<file path="src/rtl/beat_generator_pkg.sv">
// Shared tempo encodings and beat FSM types for the
// tempo selector / beat generator pair.
package beat_generator_pkg;

  localparam int TEMPO_W = 23;
  localparam int STEPS   = 8;
  localparam int STEP_W  = $clog2(STEPS);

  localparam logic [TEMPO_W-1:0] BPM240 = 23'd2499999;
  localparam logic [TEMPO_W-1:0] BPM120 = 23'd4999999;
  localparam logic [TEMPO_W-1:0] BPM100 = 23'd5999999;
  localparam logic [TEMPO_W-1:0] BPM75  = 23'd7999999;

  localparam logic [TEMPO_W-1:0] RESET_PERIOD = BPM240;

  typedef enum logic {
    IDLE,
    RUN
  } beat_state_t;

endpackage

</file>
<file path="src/rtl/beat_generator_timer.sv">
// Beat interval timer: cycle counter plus the latched
// period it counts up to.
module beat_timer
  import beat_generator_pkg::*;
(
  input  logic               clk,
  input  logic               n_rst,
  input  logic               clear_i,
  input  logic               load_i,
  input  logic [TEMPO_W-1:0] tempo_i,
  output logic               tc_o
);

  logic [TEMPO_W-1:0] cnt_q, cnt_d;
  logic [TEMPO_W-1:0] period_q, period_d;

  assign tc_o = (cnt_q == period_q);

  // Tempo is only resampled at interval boundaries
  always_comb begin
    cnt_d    = cnt_q + TEMPO_W'(1);
    period_d = period_q;
    if (clear_i) begin
      cnt_d = '0;
    end else if (load_i || tc_o) begin
      cnt_d    = '0;
      period_d = tempo_i;
    end
  end

  always_ff @(posedge clk or negedge n_rst) begin
    if (!n_rst) begin
      cnt_q    <= '0;
      period_q <= RESET_PERIOD;
    end else begin
      cnt_q    <= cnt_d;
      period_q <= period_d;
    end
  end

endmodule

</file>
<file path="src/rtl/beat_generator.sv">
// Sequencer timebase: beat pulses every tempo+1 cycles and
// a step index walking through one measure.
module beat_generator
  import beat_generator_pkg::*;
(
  input  logic               clk,
  input  logic               n_rst,
  input  logic               run,
  input  logic               restart,
  input  logic [TEMPO_W-1:0] tempo,
  output logic               beat_pulse,
  output logic [STEP_W-1:0]  step,
  output logic               measure_end,
  output logic               running
);

  beat_state_t       state_q, state_d;
  logic [STEP_W-1:0] step_q, step_d;
  logic              beat_q, beat_d;
  logic              mend_q, mend_d;
  logic              tc;
  logic              t_clear;
  logic              t_load;

  assign t_clear = !run;
  assign t_load  = run && (state_q == IDLE || restart);

  beat_timer u_timer (
    .clk     (clk),
    .n_rst   (n_rst),
    .clear_i (t_clear),
    .load_i  (t_load),
    .tempo_i (tempo),
    .tc_o    (tc)
  );

  always_comb begin
    state_d = state_q;
    step_d  = step_q;
    beat_d  = 1'b0;
    mend_d  = 1'b0;
    unique case (state_q)
      IDLE: begin
        step_d = '0;
        if (run) begin
          state_d = RUN;
          beat_d  = 1'b1;
        end
      end
      RUN: begin
        if (!run) begin
          state_d = IDLE;
          step_d  = '0;
        end else if (restart) begin
          step_d = '0;
          beat_d = 1'b1;
        end else if (tc) begin
          step_d = step_q + STEP_W'(1);
          beat_d = 1'b1;
          mend_d = (step_q == STEP_W'(STEPS - 1));
        end
      end
      default: state_d = IDLE;
    endcase
  end

  always_ff @(posedge clk or negedge n_rst) begin
    if (!n_rst) begin
      state_q <= IDLE;
      step_q  <= '0;
      beat_q  <= 1'b0;
      mend_q  <= 1'b0;
    end else begin
      state_q <= state_d;
      step_q  <= step_d;
      beat_q  <= beat_d;
      mend_q  <= mend_d;
    end
  end

  assign beat_pulse  = beat_q;
  assign step        = step_q;
  assign measure_end = mend_q;
  assign running     = (state_q == RUN);

endmodule
</file>
<file path="config.mk">
export PLATFORM = sky130hd
export DESIGN_NAME = beat_generator
export DESIGN_NICKNAME = d
export VERILOG_FILES = /design/src/rtl/beat_generator_pkg.sv /design/src/rtl/beat_generator_timer.sv /design/src/rtl/beat_generator.sv
export SDC_FILE = /design/constraint.sdc
export NUM_CORES = 1
export LEC_CHECK = 0
export CAP_MARGIN = 5
export CORE_UTILIZATION = 40
export DETAILED_ROUTE_END_ITERATION = 8
export PLACE_DENSITY = 0.65
export RECOVER_POWER = 100
export SYNTH_ARGS = -nofsm -noshare
export SYNTH_HDL_FRONTEND = slang
export SYNTH_SLANG_ARGS = --single-unit
</file>
<file path="constraint.sdc">
create_clock -name clk -period 2 [get_ports clk]
set_input_delay 0.3 -clock clk [delete_from_list [all_inputs] [get_ports clk]]
set_output_delay 0.3 -clock clk [all_outputs]
set_load 0.02 [all_outputs]
</file>
==> flow_metrics.env, run 1 <==
export IMPL_power_total_mw=2.204
export IMPL_startpoint="u_timer.period_q[3]"
export IMPL_final_min_clock_period_ns=1.872
export IMPL_fillers=650
export IMPL_core_mm2=0.006944
export IMPL_netlist_top_cells_area="dfrtp_1 34%, nand3_1 14%, dfstp_2 11%"
export IMPL_grt_total_usage=0.2026
export IMPL_dr_pass1_iters=4
export IMPL_fp_dieW_um=87.52
export IMPL_grt_max_degree=53
export IMPL_h_tree_depth=2
export IMPL_maxCapViolCount=0
export IMPL_final_nets=395
export IMPL_ant_nets=0
export IMPL_rsz0062_at_grt="yes"
export IMPL_skew_ns=0.01037
export IMPL_swShare=0.2728
export IMPL_p_seq_frac=0.560
export IMPL_clockBufferDepth=2
export IMPL_synthToLayoutAreaGrowth_pct=21.86
export IMPL_cts_sinks=52
export IMPL_path_clk_slew_ns=0.10
export IMPL_r2r_end="u_timer.period_q[19]"
export IMPL_worst_setup_path_start_kind="flip-flop"
export IMPL_yosysSeqAreaShare=0.4500
export IMPL_timing_final_hold_violations=0
export IMPL_final_cell_mix="83 x nand3_1, 40 x dfrtp_1, 30 x xor2_1, 30 x nor2_1"
export IMPL_layout_drive_gt1_share=0.1393
export IMPL_leakagePower_nw=1.488
export IMPL_vdd_drop_max_mv=0.3477
export IMPL_synth_area_leader_cell="dfrtp_1"
export IMPL_post_route_cell_area_mm2=0.003565
export IMPL_clk_latency_ns=0.30
export IMPL_reg2reg_from="u_timer.period_q[3]"
export IMPL_first_iter_violations=188
export IMPL_fmax_ghz=0.5342
export IMPL_synthDistinctLibCells=31
export IMPL_syn_inst=326
export IMPL_p_int_mw=1.602
export IMPL_p_comb_frac=0.154
export IMPL_portBuffers=32
export IMPL_netlist_area_mm2=0.002925
export IMPL_cts_tree="done"
export IMPL_place_area_mm2=0.003456
export IMPL_syn_nets=356
export IMPL_drc=0
export IMPL_stdcell_count=462
export IMPL_p_switching_mw=0.6012
export IMPL_tightest_slew_ns=1.286
export IMPL_vias_per_cell=5.329
export IMPL_initial_core_util=0.4213
export IMPL_cts_setup_buffers=0
export IMPL_critical_path_max_fanout=12
export IMPL_syn_avg_cell_area_um2=8.973
export IMPL_final_common_cell="nand3_1"
export IMPL_routed_wl_um=6891
export IMPL_crit_type="flip-flop to flip-flop"
export IMPL_place_inst=453
export IMPL_via_count=2462
export IMPL_status="finished clean"
export IMPL_ys_warnings_count=0
export IMPL_ff2ff_setup_slack_ns=0.13
export IMPL_reg2reg_depth=6
export IMPL_slew_headroom=0.1427
export IMPL_finalCritPeriodShare=0.9359
export IMPL_cts_buffers=5
export IMPL_gp_congestion=0.7926
export IMPL_ys_ff_latch=52
export IMPL_dpl_hpwl_um=4828
export IMPL_core_rowCount=30
export IMPL_endpoint="u_timer.period_q[19]"
export IMPL_pin_count=33
export IMPL_antenna_found_initial=0
export IMPL_grt_pass1_wl_um=12080
export IMPL_required_ns=2.17
export IMPL_cts_root_buffer="clkbuf_8"
export IMPL_whs_ns=0.5456
export IMPL_design_die_area_mm2=0.007659
export IMPL_arrival_ns=2.05
export IMPL_first_global_vias=2570
export IMPL_clockPowerShare=0.286
export IMPL_grt_overflow_total=0
export IMPL_synth_top_area_frac=0.3422
export IMPL_powerDensity_mw_per_mm2=618.2
export IMPL_worstSetupEndpointType="flip-flop"
export IMPL_die_height_um=87.52
export IMPL_hold_depth=2
export IMPL_antenna_cells=0
export IMPL_fin_tns_setup_ns=0
export IMPL_wl_per_cell_um=14.92
export IMPL_finalSetupViolations=0
export IMPL_min_path_type="flip-flop to flip-flop"
export IMPL_slew_viol_final=0
power groups by stage:
stage	clock, mW	combinational (mW)	sequential (mW)
2_1_floorplan	0	0.195	1.24
3_3_place_gp	0	0.328	1.25
3_5_place_dp	0	0.335	1.26
4_1_cts	0.645	0.338	1.24
5_1_grt	0.693	0.386	1.25
6_report	0.630	0.339	1.23
worst max-delay path: stages (launching register included):
cell and delay [ns]:
dfstp_2 0.57, xnor2_1 0.11, nand4_1 0.23, or2_4 0.34
a21oi_2 0.16, buf_4 0.21, o2111ai_1 0.12
kinds of logic after synthesis:
group | Yosys count | synth area share
flip-flops | 52 | 0.4500
adder cells (fa/ha/maj) | 3 | 0.01283
XOR/XNOR | 44 | 0.1317
AND/OR/NAND/NOR | 148 | 0.2528
buffers and inverters | 47 | 0.06373
AO/OA/AOI/OAI | 32 | 0.08896
stage by stage:
step / worst slack [ns] / utilization
floorplan: 0.2243 / -
finish: 0.1281 / 0.5133
CTS: 0.07686 / 0.5124
global placement: 0.1132 / 0.4977
detailed placement: 0.09725 / 0.4977
global route: -0.01688 / 0.5133
synthesized netlist by cell type, drive strengths merged:
cell,count
a21boi,3
a21oi,1
and3,5
and4,2
buf,11
clkbuf,11
dfrtp,40
dfstp,12
ha,3
inv,25
nand2,8
nand2b,1
nand3,83
nand4,5
nor2,30
nor2b,1
nor3,3
nor4,6
o2111ai,23
o21a,1
o21ai,4
or2,3
or3,1
xnor2,14
xor2,30
registers in the layout (all words and copies together) (netlist names):
| register | cells |
|---|---|
| u_timer.cnt_q | 23 |
| measure_end | 1 |
| u_timer.period_q | 23 |
| running | 1 |
| beat_pulse | 1 |
| step | 3 |
cell type report:
class	count	area, um2	share of cell area
Multi-Input combinational cell	227	1449	0.4065
Inverter	25	93.84	0.02633
Clock buffer	6	82.58	0.02317
Timing Repair Buffer	54	493.0	0.1383
Tap cell	96	120.1	0.03370
Clock inverter	2	10.01	0.002808
Sequential cell	52	1316	0.3693
layer usage:
layer | GRT usage | part of all wire | vias up
met5 | 0 | 0 | -
met4 | 0.04918 | 0.011 | 0
met3 | 0.02844 | 0.030 | 6
met2 | 0.3438 | 0.49 | 45
met1 | 0.2741 | 0.47 | 1194
li1 | - | - | 1217
repair_timing:
item	4_1_cts	5_1_grt
setup endpoints to repair	0	35
gates resized for setup	0	5
hold endpoints to repair	40	0
hold buffers	1	0
how the worst min path moves through the flow:
stage / startpoint / to / slack [ns]
global route: u_timer.period_q[17] / u_timer.period_q[17] / 0.58
floorplan: n_rst / beat_pulse / 0.004
CTS: n_rst / u_timer.period_q[6] / 0.52
detailed placement: n_rst / u_timer.period_q[6] / 0.31
finish: u_timer.period_q[13] / u_timer.period_q[13] / 0.55
global placement: n_rst / u_timer.period_q[6] / 0.31
Power figures use the tool's default switching activity.
==> run 2: changes to the inputs <==
Settings changed: REMOVE_ABC_BUFFERS set to 1, TNS_END_PERCENT set to 10.
==> run 2 against run 1 <==
  * Sequential cell count stayed put
  * Global-route usage rose by 0.31 points
  * Clock power decreased by 3.2%
  * Critical path depth unchanged
  * Clock skew up 0.0033 ns
==> flow_metrics.env, run 2 (same netlist as run 1, synthesis figures left out) <==
export IMPL_grt_busiest_layer="met2"
export IMPL_cts_root_buffer="clkbuf_8"
export IMPL_core_mm2=0.006944
export IMPL_drc=0
export IMPL_via_count=2453
export IMPL_slowest_delay_ns=0.56
export IMPL_grt_met1_usage=0.2804
export IMPL_place_inst=454
export IMPL_maxCapViolCount=0
export IMPL_ant_nets=0
export IMPL_required_ns=2.18
export IMPL_cpMaxStageDelayCell="dfstp_2"
export IMPL_finalSetupViolations=0
export IMPL_skew_ns=0.01367
export IMPL_path_clk_slew_ns=0.10
export IMPL_final_min_clock_period_ns=1.847
export IMPL_cts_buffers=5
export IMPL_antenna_cells=0
export IMPL_final_cell_mix="83 x nand3_1, 40 x dfrtp_1, 30 x xor2_1, 30 x nor2_1"
export IMPL_arrival_ns=2.02
export IMPL_timing_final_hold_violations=0
export IMPL_powerDensity_mw_per_mm2=609.6
export IMPL_dpl_hpwl_um=4896
export IMPL_rsz0062_at_grt="yes"
export IMPL_clockBufferDepth=2
export IMPL_cts_sinks=52
export IMPL_fmax_ghz=0.5413
export IMPL_vias_per_cell=5.298
export IMPL_path_buf_inv=1
export IMPL_dr_pass1_iters=4
export IMPL_slew_headroom=0.06981
export IMPL_cts_setup_buffers=0
export IMPL_crit_type="flip-flop to flip-flop"
export IMPL_cts_tree="done"
export IMPL_grt_met3_usage=0.03318
export IMPL_grt_overflow_total=0
export IMPL_crit_chain="xnor2_1 > nand4_1 > or2_4 > a21oi_2 > buf_4 > o2111ai_1"
export IMPL_crit_family="flip-flops"
export IMPL_final_common_cell="nand3_1"
export IMPL_core_rowCount=30
export IMPL_synthToLayoutAreaGrowth_pct=22.33
export IMPL_whs_ns=0.5499
export IMPL_layout_drive_gt1_share=0.1362
export IMPL_final_nets=396
export IMPL_slew_viol_final=0
export IMPL_leakagePower_nw=1.505
export IMPL_die_height_um=87.52
export IMPL_initial_core_util=0.4213
export IMPL_min_path_type="flip-flop to flip-flop"
export IMPL_vdd_drop_max_mv=0.3164
export IMPL_stdcell_count=463
export IMPL_grt_max_degree=30
export IMPL_grt_total_usage=0.2058
export IMPL_worstSetupEndpointType="flip-flop"
export IMPL_wl_per_cell_um=15.16
export IMPL_design_die_area_mm2=0.007659
export IMPL_finalCritPeriodShare=0.9237
export IMPL_grt_pass1_wl_um=11910
export IMPL_worst_setup_path_start_kind="flip-flop"
export IMPL_h_tree_depth=2
export IMPL_status="finished clean"
export IMPL_antenna_found_initial=0
export IMPL_fp_dieW_um=87.52
export IMPL_fin_tns_setup_ns=0
export IMPL_clk_latency_ns=0.31
export IMPL_routed_wl_um=7021
export IMPL_first_global_vias=2402
export IMPL_use_met2=0.3438
export IMPL_gp_congestion=0.8240
export IMPL_portBuffers=32
export IMPL_first_iter_violations=184
export IMPL_pin_count=33
export IMPL_tightest_slew_ns=1.395
export IMPL_critical_path_max_fanout=12
[run 2: changes by cell type in the layout (fill, tap and decap cells not counted), sizes merged]
cell / change
clkinv: +1
[run 2: worst register-to-register path: stages, from the launching register on]
cell and delay (ns):
dfstp_2 0.56, xnor2_1 0.12, nand4_1 0.19, or2_4 0.31, a21oi_2 0.16, buf_4 0.23
o2111ai_1 0.13
[run 2: final cells by class]
type                       instances  area, um2
clock buffer                       5      68.82
clock inverter                     3      18.77
fill                             663       3366
inverter                          25      93.84
multi-input combinational        227       1449
sequential                        52       1316
tap                               96      120.1
timing repair buffer              55      511.7
[run 2: routing by layer]
layer	routed length [um]	vias up
li1	-	1224
met1	3280	1163
met3	347	7
met4	65	0
met5	0	-
met2	3328	59
[run 2: power breakdown]
part / leakage (nW) / total [mW] / internal [mW] / switching (mW)
clock: 0.0479 / 0.610 / 0.245 / 0.365
combinational: 0.804 / 0.344 / 0.171 / 0.173
sequential: 0.654 / 1.23 / 1.16 / 0.0699
[run 2: worst paths after layout]
check                                    start                    to  slack, ns  cells after the start
min in group asynchronous                n_rst  u_timer.period_q[15]       0.83                      2
setup reg to reg           u_timer.period_q[3]  u_timer.period_q[12]       0.15                      6
setup / recovery           u_timer.period_q[3]  u_timer.period_q[12]       0.15                      6
max in group asynchronous                n_rst  u_timer.period_q[10]       0.30                      3
hold / removal             u_timer.period_q[3]   u_timer.period_q[3]       0.55                      2
hold reg to reg            u_timer.period_q[3]   u_timer.period_q[3]       0.55                      2
[run 2: per-stage QoR]
step / setup slack [ns] / total power, mW / util / cell area (um2)
final: 0.1525 / 2.181 / 0.5153 / 3578
after global routing: -0.009191 / 2.296 / 0.5153 / 3578
after CTS: 0.004649 / 2.205 / 0.5128 / 3561
after detailed placement: 0.04734 / 1.591 / 0.4987 / 3463
after global placement: 0.1231 / 1.582 / 0.4987 / 3463
after floorplan: -0.8707 / 1.418 / - / 2833
[run 2: repair_timing]
item / CTS / global route
hold buffers: 1 / 0
endpoints found under the hold margin: 6 / 0
endpoints found under the setup margin: 0 / 28
gates resized for setup: 0 / 5
